## src/rtl/mult_share_sched.sv

```systemverilog
`default_nettype none
// =============================================================================
// Module      : mult_share_sched
// Description : Round-robin scheduler that time-shares one combinational
//               W x W unsigned multiplier among N_REQ requesters and returns
//               each product on a valid/ready channel tagged with the owner.
// Revision    : 1.0 - initial release
// =============================================================================
module mult_share_sched #(
   parameter int N_REQ   = 4,
   parameter int W       = 4,
   parameter int MUL_LAT = 1
) (
   input  logic                       clk,
   input  logic                       rst,
   input  logic [N_REQ-1:0]           req_valid,
   input  logic [N_REQ*W-1:0]         req_x,
   input  logic [N_REQ*W-1:0]         req_y,
   output logic [N_REQ-1:0]           req_ready,
   output logic [W-1:0]               mul_x,
   output logic [W-1:0]               mul_y,
   input  logic [2*W-1:0]             mul_o,
   output logic                       rsp_valid,
   input  logic                       rsp_ready,
   output logic [2*W-1:0]             rsp_prod,
   output logic [$clog2(N_REQ)-1:0]   rsp_id,
   output logic                       busy
);

   localparam int c_ID_W  = $clog2(N_REQ);
   localparam int c_CNT_W = (MUL_LAT < 1) ? 1 : $clog2(MUL_LAT + 1);

   typedef enum logic [1:0] {
      S_IDLE = 2'd0,
      S_WAIT = 2'd1,
      S_HOLD = 2'd2
   } state_t;

   state_t              r_state;
   state_t              w_state_nxt;
   logic [c_ID_W-1:0]   r_rr_ptr;
   logic [c_ID_W-1:0]   r_id;
   logic [c_CNT_W-1:0]  r_cnt;
   logic [W-1:0]        r_mul_x;
   logic [W-1:0]        r_mul_y;
   logic                r_rsp_valid;
   logic [2*W-1:0]      r_rsp_prod;
   logic [c_ID_W-1:0]   r_rsp_id;

   logic                w_found;
   logic [c_ID_W-1:0]   w_grant_id;
   logic [N_REQ-1:0]    w_grant_oh;
   logic [W-1:0]        w_sel_x;
   logic [W-1:0]        w_sel_y;
   logic                w_accept;
   logic                w_done;
   logic                w_handshake;

   // Round-robin: lowest valid index at or above the pointer wins, otherwise
   // wrap around to the lowest valid index overall.
   always_comb begin : rr_search
      logic             v_found_hi;
      logic [c_ID_W-1:0] v_hi;
      logic [c_ID_W-1:0] v_lo;
      v_found_hi = 1'b0;
      v_hi       = '0;
      v_lo       = '0;
      w_found    = 1'b0;
      for (int i = N_REQ - 1; i >= 0; i--) begin
         if (req_valid[i]) begin
            w_found = 1'b1;
            v_lo    = c_ID_W'(i);
            if (i >= int'(r_rr_ptr)) begin
               v_found_hi = 1'b1;
               v_hi       = c_ID_W'(i);
            end
         end
      end
      w_grant_id = v_found_hi ? v_hi : v_lo;
   end

   always_comb begin : operand_mux
      w_sel_x    = '0;
      w_sel_y    = '0;
      w_grant_oh = '0;
      for (int i = 0; i < N_REQ; i++) begin
         if (c_ID_W'(i) == w_grant_id) begin
            w_sel_x       = req_x[i*W +: W];
            w_sel_y       = req_y[i*W +: W];
            w_grant_oh[i] = 1'b1;
         end
      end
   end

   always_ff @(posedge clk) begin
      if (rst) begin
         r_state <= S_IDLE;
      end else begin
         r_state <= w_state_nxt;
      end
   end

   always_comb begin : fsm_next
      w_state_nxt = r_state;
      w_accept    = 1'b0;
      w_done      = 1'b0;
      w_handshake = 1'b0;
      req_ready   = '0;
      case (r_state)
         S_IDLE: begin
            if (w_found && !rst) begin
               w_accept    = 1'b1;
               req_ready   = w_grant_oh;
               w_state_nxt = S_WAIT;
            end
         end
         S_WAIT: begin
            if (r_cnt == c_CNT_W'(1)) begin
               w_done      = 1'b1;
               w_state_nxt = S_HOLD;
            end
         end
         S_HOLD: begin
            if (rsp_ready) begin
               w_handshake = 1'b1;
               w_state_nxt = S_IDLE;
            end
         end
         default: w_state_nxt = S_IDLE;
      endcase
   end

   always_ff @(posedge clk) begin
      if (rst) begin
         r_rr_ptr    <= '0;
         r_id        <= '0;
         r_cnt       <= '0;
         r_mul_x     <= '0;
         r_mul_y     <= '0;
         r_rsp_valid <= 1'b0;
         r_rsp_prod  <= '0;
         r_rsp_id    <= '0;
      end else begin
         if (w_accept) begin
            r_mul_x <= w_sel_x;
            r_mul_y <= w_sel_y;
            r_id    <= w_grant_id;
            r_cnt   <= c_CNT_W'(MUL_LAT);
         end else if (r_state == S_WAIT) begin
            r_cnt <= r_cnt - c_CNT_W'(1);
         end
         if (w_done) begin
            r_rsp_prod  <= mul_o;
            r_rsp_id    <= r_id;
            r_rsp_valid <= 1'b1;
         end
         if (w_handshake) begin
            r_rsp_valid <= 1'b0;
            r_rr_ptr    <= (r_id == c_ID_W'(N_REQ - 1)) ? '0 : r_id + c_ID_W'(1);
         end
      end
   end

   assign mul_x     = r_mul_x;
   assign mul_y     = r_mul_y;
   assign rsp_valid = r_rsp_valid;
   assign rsp_prod  = r_rsp_prod;
   assign rsp_id    = r_rsp_id;
   assign busy      = (r_state != S_IDLE);

endmodule
`default_nettype wire

```

## config.mk

```make
export PLATFORM = sky130hd
export DESIGN_NAME = mult_share_sched
export DESIGN_NICKNAME = d
export VERILOG_FILES = /design/src/rtl/mult_share_sched.sv
export SDC_FILE = /design/constraint.sdc
export NUM_CORES = 1
export LEC_CHECK = 0
export CAP_MARGIN = 0
export CORE_ASPECT_RATIO = 0.8
export CORE_MARGIN = 3
export CORE_UTILIZATION = 43
export CTS_BUF_LIST = sky130_fd_sc_hd__clkbuf_8
export DETAILED_ROUTE_END_ITERATION = 12
export PLACE_DENSITY = 0.95
export SKIP_LAST_GASP = 1
export SLEW_MARGIN = 20
export SYNTH_ARGS = -nofsm -noshare
export SYNTH_HDL_FRONTEND = slang
export SYNTH_SLANG_ARGS = --single-unit
```

## constraint.sdc

```tcl
create_clock -name clk -period 5.45 [get_ports clk]
set_input_delay 1.3625 -clock clk [delete_from_list [all_inputs] [get_ports clk]]
set_output_delay 1.3625 -clock clk [all_outputs]
set_load 0.02 [all_outputs]
```

======== Word-level counts from Yosys, hierarchy flattened ========
Index checks and enable logic that the tools add are counted.
word-level totals
  register bits ........................... 26
  bits of input ports ..................... 47
  output and inout port bits .............. 24
  word-level logic and storage cells ...... 79
cells by class
  add/sub/neg operators ................... 2
  order comparisons ....................... 3
  equality and inequality tests ........... 9
  muxes and demuxes ....................... 48
  reduce and logical (&&, ||, !) cells .... 8
operator list
  cell                                                               number
  2-to-1 mux 4 bit                                                   10
  2-to-1 mux 2 bit                                                   15
  2-to-1 mux 1 bit                                                   22
  inequality test 2 bit (second input constant)                      3
  one-hot mux 2 bit (3 select lines)                                 1
  == test 2 bit (first input constant)                               2
  == test 2 bit (second input constant)                              2
  greater-or-equal comparator 1 x 2 -> 1 bit (first input constant)  2
  logical NOT 2 bit                                                  2
  nonzero test 2 bit                                                 2
  AND reduction 3 bit                                                1
  adder 2 x 1 -> 2 bit (second input constant)                       1
  == test 1 x 2 -> 1 bit (first input constant)                      1
  == test 2 x 1 -> 1 bit (second input constant)                     1
  greater-or-equal comparator 2 bit (first input constant)           1
  OR reduction 2 bit                                                 1
  logical AND 1 bit                                                  1
  logical NOT 1 bit                                                  1
  subtractor 1 bit (second input constant)                           1

======== Depth between registers and ports, before layout ========
Gate-level depths: netlist of the first run.
  depth in word-level cells ............... 13
  depth in mapped cells ................... 8
  gate-level depth less buffers ........... 5

======== Worst setup path after synthesis of the first run ========
Ideal clock, no wire load.
  path kind ............................... input to output
  start point ............................. in rst
  end point ............................... out req_ready[1]
  arrival time ............................ 2.665 ns
  required time ........................... 4.088 ns
  slack ................................... 1.422 ns
  stages .................................. 7
  cells stage by stage .................... buf_6 > inv_4 > o41ai_1 > or2_1 > buf_6 > buf_2 > nor3b_1
on the way
  longest elaborated chain between the ends .. 4
RTL lines
  item               line  RTL
  from (decl)        15    input logic rst,
  logical NOT 1 bit  111   if (w_found && !rst) begin
  logical AND 1 bit  111
  2-to-1 mux 4 bit   111
  2-to-1 mux 4 bit   109   case (r_state)
  to (decl)          19    output logic [N_REQ-1:0] req_ready,
No other way between the ends.

======== Final worst setup path of the first run ========
  start point ............................. in req_valid[1]
  end point ............................... out req_ready[2]
on the way
  longest elaborated chain between the ends .. 8
RTL lines
  item                                                  line  RTL
  from (decl)                                           16    input logic [N_REQ-1:0] req_valid,
  2-to-1 mux 2 bit or 2-to-1 mux 1 bit (tied branches)  70    if (req_valid[i]) begin
  2-to-1 mux 2 bit or 2-to-1 mux 1 bit (tied branches)  73    if (i >= int'(r_rr_ptr)) begin
  2-to-1 mux 2 bit or 2-to-1 mux 1 bit (tied branches)  70
  2-to-1 mux 2 bit                                      79    w_grant_id = v_found_hi ? v_hi : v_lo;
  == test 2 bit                                         87    if (c_ID_W'(i) == w_grant_id) begin
  2-to-1 mux 1 bit                                      87
  2-to-1 mux 4 bit (*)                                  111
  2-to-1 mux 4 bit (*)                                  109
Every way passes the cells marked *; elsewhere a longest branch is shown, timed or not.

==> qor.log, run 1 <==
[place] detailed-placement wirelength estimate 3.10 mm
[place] weighted congestion at the end of routability-driven global placement 0.752
[sta] Setup Total Neg Slack 0 ps
[logic_synthesis] Yosys top cell by area dfxtp_1
[global_routing] total congestion overflow 0
[die] floorplan die width 67.8 µm
[global_routing] maximum number of pins on one net before global-route repair 18
[global_routing] via count of the first global-routing pass 1389
[worst_setup_path] endpoint kind of the worst setup timing path output pin
[worst_hold_path] Hold WC Path Type reg -> reg
[logic_synthesis] share of the yosys chip area belonging to registers 39.7%
[pwr] overall power 735 µW
[clock_network] number of clock sinks 26
[clock_network] count of cells resized by post-cts repair 0
[final_layout] number of nets in the finished design 250
[clock_network] clock input transition at the sequential cells of the worst setup and hold paths 90 ps
[die] total core area 2830 µm²
[run_status] status finished clean
[worst_setup_path] required time worst endpoint 4090 ps
[route] first drt pass iteration count 4
[final_layout] flip-flop and latch area 520 µm²
[global_routing] Top Usage Layer GRT met2
[final_layout] number of antenna cells inserted 0
[clock_network] H-tree Lvls 1
[place] Port Buf Inserts 70
[clock_network] Inserted Clock Buffers 3
[pwr] pwr dens 352 nW/µm²
[worst_setup_path] Worst EP arrival 3620 ps
[sta] maximum clock rate 201 MHz
[route] final wirelength 4.05 mm
[clock_network] clock tree from TritonCTS done
[final_layout] Layout fillers 198
[sta] final setup violating endpoints 0
[worst_setup_path] type of the worst setup path in -> out
[route] remaining routing DRC violations 0
[pwr] leakage 0.832 nW
[worst_setup_path] Worst setup SP type primary input
[worst_hold_path] hold path cells 2
[global_routing] GRT met2 Usage 42.2%
[global_routing] met3 routing resource usage after global routing 4.47%
[clock_network] hold buffer count at cts 0
[worst_setup_path] most used cell, CP clkdlybuf4s50_1
[final_layout] Post-Layout Cell Count 239
[worst_setup_path] source of the critical timing path req_valid[1]
[final_layout] share of cells above drive strength 1 7.46%
[logic_synthesis] total of flip-flops plus latches after synthesis 26
[logic_synthesis] Commonest cells post-synth mux2i_1 (27), dfxtp_1 (26), nor2_1 (17)
[route] wire length per cell 17.0 µm
[clock_network] number of buffers inserted by post-CTS setup repair 0
[worst_setup_path] delay of the slowest cell on the worst path 570 ps
[sta] setup repair after global routing missed its margin false
[global_routing] met1 Track Usage GR 26.2%
[logic_synthesis] synthesized netlist cell count 133
[worst_setup_path] startpoint of the most critical register-to-register path r_rr_ptr[0]
[worst_setup_path] Worst path slowest cell clkdlybuf4s50_1
[logic_synthesis] count of warnings emitted by yosys 0
[worst_setup_path] critical path depth 7
[sta] final worst clock skew 8.03 ps
[die] number of primary I/O pins 71
[die] Die Outline Area 3760 µm²
[die] Site Rows 17
[global_routing] number of antenna violations at the first check in global routing 0
[job] Max Cap Violations 0
[logic_synthesis] top cell type's share of synthesized area 39.7%
[die] effective utilization at floorplan 46.4%
[worst_setup_path] category of cells accounting for the largest share of critical-path delay buffers and inverters
[die] floorplan die height 55.4 µm
[place] placed cell count 235
[logic_synthesis] Synthesized Nets 181
[clock_network] Worst-Skew Late Latency 280 ps
[worst_setup_path] top fanout value on the critical path 12
[worst_hold_path] Worst Hold Launch rsp_id[0]
[global_routing] wire length of the first global-routing pass 6.56 mm
[logic_synthesis] main flop type after synthesis dfxtp_1
[logic_synthesis] most common cell in the netlist mux2i_1
[clock_network] maximum buffer depth of the clock tree 2
[route] overall via count from detail_route 1284
[worst_setup_path] Buffers & Inverters on Critical Path 3
[route] Detail Route Antenna Nets 0
[global_routing] overall global routing resource usage 23.0%
[sta] Worst Tran Pin Value 632 ps
[logic_synthesis] Netlist cell types 28
[route] drt first-iter violations 34
[sta] Final min period 4980 ps
[sta] Slew Limit Fails 0
[worst_setup_path] length in cells of the worst reg-to-reg path 6
[logic_synthesis] Synth area leaders dfxtp_1 (40%), mux2i_1 (21%), o221ai_2 (6.9%)
[sta] Final period util 91.4%
[sta] Slew Limit Headroom 57.3%
[clock_network] library cell used as clock root buffer clkbuf_8
[logic_synthesis] syn_area_per_cell 9.87 µm²
[pwr] Max IR drop VDD 209 µV
[final_layout] multi-input combinational cell area 718 µm²
[logic_synthesis] cell area after technology mapping 1310 µm²
[logic_synthesis] Post-synth EDFFs 0
[logic_synthesis] asr flop ratio synth 0%
[worst_setup_path] chain of cells forming the critical path clkdlybuf4s50_1 -> nand2b_1 -> nor3b_1 -> o22a_1 -> buf_4 -> nor3_1 -> clkdlybuf4s50_1
[route] routed vias/inst 5.37
[final_layout] Layout area overhead 59.0%
[sta] final hold violation count 0
cell type report:
| cell class | count | area share [%] |
|---|---|---|
| clock inverter | 1 | 1.44 |
| inverter | 1 | 0.300 |
| sequential | 26 | 24.9 |
| timing repair buffer | 73 | 34.7 |
| multi-input combinational | 97 | 34.4 |
| clock buffer | 3 | 1.98 |
| tap | 38 | 2.28 |
layer usage:
| metal | vias to the layer above | share of wire, % |
|---|---|---|
| met1 | 626 | 38 |
| met4 | 0 | 1.6 |
| met3 | 9 | 4.2 |
| met2 | 32 | 56 |
| met5 | - | 0 |
| li1 | 617 | - |
worst reg2reg max path: stages, from the launching register on:
cell      delay, ps
dfxtp_1         370
nor2b_1          80
nor3b_1         190
o22a_1          460
buf_4           320
mux2i_1         310
o221ai_2        140
power breakdown:
part	total, mW	switching (mW)	internal [mW]
Clock	0.162	0.0632	0.0984
Sequential	0.262	0.0298	0.232
Combinational	0.312	0.155	0.157
Total	0.735	0.248	0.487
through the flow:
stage	cell area (µm²)	utilization, %	hold WS (ps)	worst slack, ps
floorplan	1310	-	425	1420
global placement	2020	71.3	434	582
detailed placement	2020	71.3	450	484
CTS	2090	73.8	462	476
global route	2090	73.8	483	300
finish	2090	73.8	465	468
placed cells by master, fill, tap and decap left out, types with 2 or more instances in the layout:
cell type / count
o221ai_1: 2
nand2_1: 4
nand2b_1: 2
clkdlybuf4s50_1: 70
nor3b_1: 4
nor3_1: 3
o221ai_2: 6
a21oi_1: 7
clkbuf_8: 3
dfxtp_1: 26
nor2_1: 17
nand3_1: 9
or2_1: 3
nor2b_1: 3
buf_4: 3
mux2i_1: 27
sequential cells by signal, indices dropped and copies added, names as in the netlist:
| name | count |
|---|---|
| r_rr_ptr | 2 |
| rsp_prod | 8 |
| r_state | 2 |
| r_id | 2 |
| mul_y | 4 |
| rsp_valid | 1 |
| mul_x | 4 |
| rsp_id | 2 |
| r_cnt | 1 |
logic make-up after synthesis:
kind of cell / Yosys count / share of synthesized area (%)
simple gates: 48 / 18.5
mux: 27 / 20.6
flops: 26 / 39.7
compound gates: 20 / 14.0
buf+inv: 10 / 5.62
xor+xnor: 1 / 0.667
fa+ha+maj: 1 / 0.953
worst paths after layout:
kind / endpoint / slack [ps]
setup / recovery: req_ready[2] / 470
hold / removal: rsp_id[0] / 470
hold reg to reg: rsp_id[0] / 470
setup reg to reg: mul_x[2] / 3450
Note: power is estimated with default switching activity, not from simulation.
==> run 2, diff against run 1 <==
--- a/config.mk
+++ b/config.mk
@@ -6,14 +6,14 @@
 export NUM_CORES = 1
 export LEC_CHECK = 0
 export CAP_MARGIN = 0
-export CORE_ASPECT_RATIO = 0.8
+export CORE_ASPECT_RATIO = 1.1
 export CORE_MARGIN = 3
 export CORE_UTILIZATION = 43
 export CTS_BUF_LIST = sky130_fd_sc_hd__clkbuf_8
+export CTS_CLUSTER_DIAMETER = 100
 export DETAILED_ROUTE_END_ITERATION = 12
 export PLACE_DENSITY = 0.95
 export SKIP_LAST_GASP = 1
-export SLEW_MARGIN = 20
 export SYNTH_ARGS = -nofsm -noshare
 export SYNTH_HDL_FRONTEND = slang
 export SYNTH_SLANG_ARGS = --single-unit
==> run 2 against run 1 <==
Against the previous run:
- combinational power is 3% lower
- routed wire length is 6.2% lower
- flip-flop and latch count stayed put
- critical endpoint unchanged
- utilization is 1.7 points lower
- hold slack better by 1.4 ps
- global-route usage is 2.3 points lower
- via count is 1.2% lower
- clock power is 23% lower
==> qor.log, run 2 (same netlist as run 1, synthesis figures left out) <==
[clock_network] clock input transition at the sequential cells of the worst setup and hold paths 90 ps [about the same]
[worst_setup_path] category of cells accounting for the largest share of critical-path delay buffers and inverters
[worst_hold_path] Worst Hold Launch rsp_id[0]
[global_routing] wire length of the first global-routing pass 6.11 mm [-6.8%]
[route] Detail Route Antenna Nets 0 [unchanged]
[worst_setup_path] startpoint of the most critical register-to-register path r_state[0]
[route] routed vias/inst 5.45 [+1.4%]
[global_routing] total congestion overflow 0 [unchanged]
[clock_network] hold buffer count at cts 0 [unchanged]
[final_layout] share of cells above drive strength 1 7.00% [-0.46 points]
[pwr] Max IR drop VDD 231 µV [+10%]
[worst_setup_path] delay of the slowest cell on the worst path 570 ps [about the same]
[final_layout] Layout fillers 217 [+9.6%]
[die] Site Rows 20 [+3]
[final_layout] number of antenna cells inserted 0 [unchanged]
[die] floorplan die height 63.9 µm [+15%]
[place] detailed-placement wirelength estimate 2.97 mm [-4.3%]
[final_layout] number of flip-flops under the largest register name 8 [unchanged]
[sta] Slew Limit Headroom 63.9% [+6.6 points]
[sta] final hold violation count 0 [unchanged]
[place] Port Buf Inserts 70 [unchanged]
[worst_setup_path] most used cell, CP clkdlybuf4s50_1
[worst_setup_path] Worst setup SP type primary input
[sta] Final period util 89.2% [-2.2 points]
[final_layout] number of nets in the finished design 249 [-0.40%]
[clock_network] maximum buffer depth of the clock tree 2 [unchanged]
[route] remaining routing DRC violations 0 [unchanged]
[sta] Final min period 4860 ps [-120 ps]
[worst_hold_path] Hold WC Path Type reg -> reg
[clock_network] library cell used as clock root buffer clkbuf_8
[worst_setup_path] required time worst endpoint 4090 ps [about the same]
[route] final wirelength 3.80 mm [-6.2%]
[final_layout] most common cell after layout, fill and taps aside clkdlybuf4s50_1
[clock_network] Worst-Skew Late Latency 270 ps [about the same]
[worst_setup_path] Worst path slowest cell clkdlybuf4s50_1
[global_routing] number of antenna violations at the first check in global routing 0 [unchanged]
[place] placed cell count 229 [-2.6%]
[sta] setup repair after global routing missed its margin false
[place] weighted congestion at the end of routability-driven global placement 0.756 [+0.60%]
[pwr] fraction of power spent switching nets 34.9% [+1.2 points]
[sta] Slew Limit Fails 0 [unchanged]
[worst_setup_path] endpoint kind of the worst setup timing path output pin
[global_routing] maximum number of pins on one net before global-route repair 18 [unchanged]
[global_routing] overall global routing resource usage 20.7% [-2.3 points]
[route] wire length per cell 16.3 µm [-3.8%]
[sta] final setup violating endpoints 0 [unchanged]
[pwr] fraction of power consumed by combinational cells 44.0% [+1.6 points]
[final_layout] final core occ 72.1% [-1.7 points]
[pwr] Internal 451 µW [-7.5%]
[pwr] net switching component of the power 242 µW [-2.6%]
[worst_setup_path] top fanout value on the critical path 17 [+5]
[worst_setup_path] source of the critical timing path req_valid[3]
[clock_network] Inserted Clock Buffers 3 [unchanged]
[final_layout] flip-flop and latch area 520 µm² [unchanged]
[job] Max Cap Violations 0 [unchanged]
[worst_setup_path] type of the worst setup path in -> out
[sta] Setup Total Neg Slack 0 ps [unchanged]
[final_layout] Layout area overhead 56.7%
[clock_network] number of buffers inserted by post-CTS setup repair 0 [unchanged]
[final_layout] most frequent cells in the layout clkdlybuf4s50_1 (70), mux2i_1 (27), dfxtp_1 (26)
[route] first drt pass iteration count 4 [unchanged]
[die] number of primary I/O pins 71 [unchanged]
[run_status] status finished clean
[clock_network] count of cells resized by post-cts repair 0 [unchanged]
[pwr] leakage 0.821 nW [-1.4%]
[sta] Worst Tran Pin Value 540 ps [-91.8 ps]
[final_layout] Post-Layout Cell Count 233 [-2.5%]
[pwr] Clock power frac 18.1% [-3.9 points]
[clock_network] clock tree from TritonCTS done
[final_layout] multi-input combinational cell area 718 µm² [unchanged]
[sta] final worst clock skew 4.98 ps [-3.05 ps]
[route] overall via count from detail_route 1269 [-1.2%]
[die] effective utilization at floorplan 46.0% [-0.39 points]
[clock_network] H-tree Lvls 1 [unchanged]
[global_routing] via count of the first global-routing pass 1412 [+1.7%]
[pwr] proportion of power drawn by flip-flops and latches 38.0% [+2.4 points]
[worst_setup_path] Buffers & Inverters on Critical Path 2 [-1]
[sta] maximum clock rate 206 MHz [+2.5%]
[clock_network] number of clock sinks 26 [unchanged]
[die] total core area 2850 µm² [+0.84%]
[worst_setup_path] chain of cells forming the critical path clkdlybuf4s50_1 -> o41ai_1 -> or2_1 -> nor3_1 -> clkdlybuf4s50_1
[route] drt first-iter violations 35 [+2.9%]
[worst_setup_path] Worst EP arrival 3500 ps [-120 ps]
[die] floorplan die width 58.7 µm [-13%]
[pwr] pwr dens 336 nW/µm² [-4.5%]
[die] Die Outline Area 3750 µm² [about the same]
==> run 2: changes by cell type in the layout (fill, tap and decap cells not counted), sizes merged <==
cell / change
buf: -1
bufinv: -1
clkbuf: +1
==> run 2: area by class of cell <==
class	instances	share of cell area, %
multi-input combinational	97	34.9
inverter	1	0.304
timing repair buffer	72	34.8
sequential	26	25.3
clock buffer	4	2.68
tap	33	2.01
==> run 2: routing by layer <==
metal | part of all wire [%] | up-vias | global-route usage (%)
met3 | 13 | 5 | 6.87
met2 | 47 | 75 | 38.1
li1 | - | 616 | -
met5 | 0 | - | 0
met4 | 1.1 | 0 | 6.23
met1 | 39 | 573 | 21.6
==> run 2: final timing paths <==
kind,to,slack (ps),cells after the start
min reg2reg,rsp_id[0],470,2
max reg2reg,mul_x[1],3570,4
max,req_ready[2],590,5
min,rsp_id[0],470,2
==> run 2: worst reg2reg max path, delay by kind of cell (launching register included) <==
| family | cells | cell delay, ps |
|---|---|---|
| simple gates | 3 | 1130 |
| flops | 1 | 370 |
| compound gates | 1 | 290 |
==> run 2: power by group through the flow <==
stage,registers (mW),clock network [mW],logic (mW)
final,0.263,0.125,0.304
after global routing,0.269,0.134,0.326
after CTS,0.262,0.127,0.306
after detailed placement,0.266,0,0.305
after global placement,0.263,0,0.294
after floorplan,0.297,0,0.146
==> run 2: through the flow <==
step / worst slack (ps) / hold WS [ps] / power [mW] / area, µm²
2_1_floorplan: 1420 / 425 / 0.443 / 1310
3_3_place_gp: 705 / 437 / 0.557 / 2000
3_5_place_dp: 602 / 453 / 0.570 / 2000
4_1_cts: 598 / 468 / 0.696 / 2060
5_1_grt: 421 / 513 / 0.729 / 2060
6_report: 588 / 467 / 0.692 / 2060
==> run 3, diff against run 2 <==
--- a/config.mk
+++ b/config.mk
@@ -12,6 +12,7 @@
 export CTS_BUF_LIST = sky130_fd_sc_hd__clkbuf_8
 export CTS_CLUSTER_DIAMETER = 100
 export DETAILED_ROUTE_END_ITERATION = 12
+export GPL_TIMING_DRIVEN = 1
 export PLACE_DENSITY = 0.95
 export SKIP_LAST_GASP = 1
 export SYNTH_ARGS = -nofsm -noshare
==> results of run 3 <==
Same layout as run 2: the final DEF is identical, and so are final timing and power.
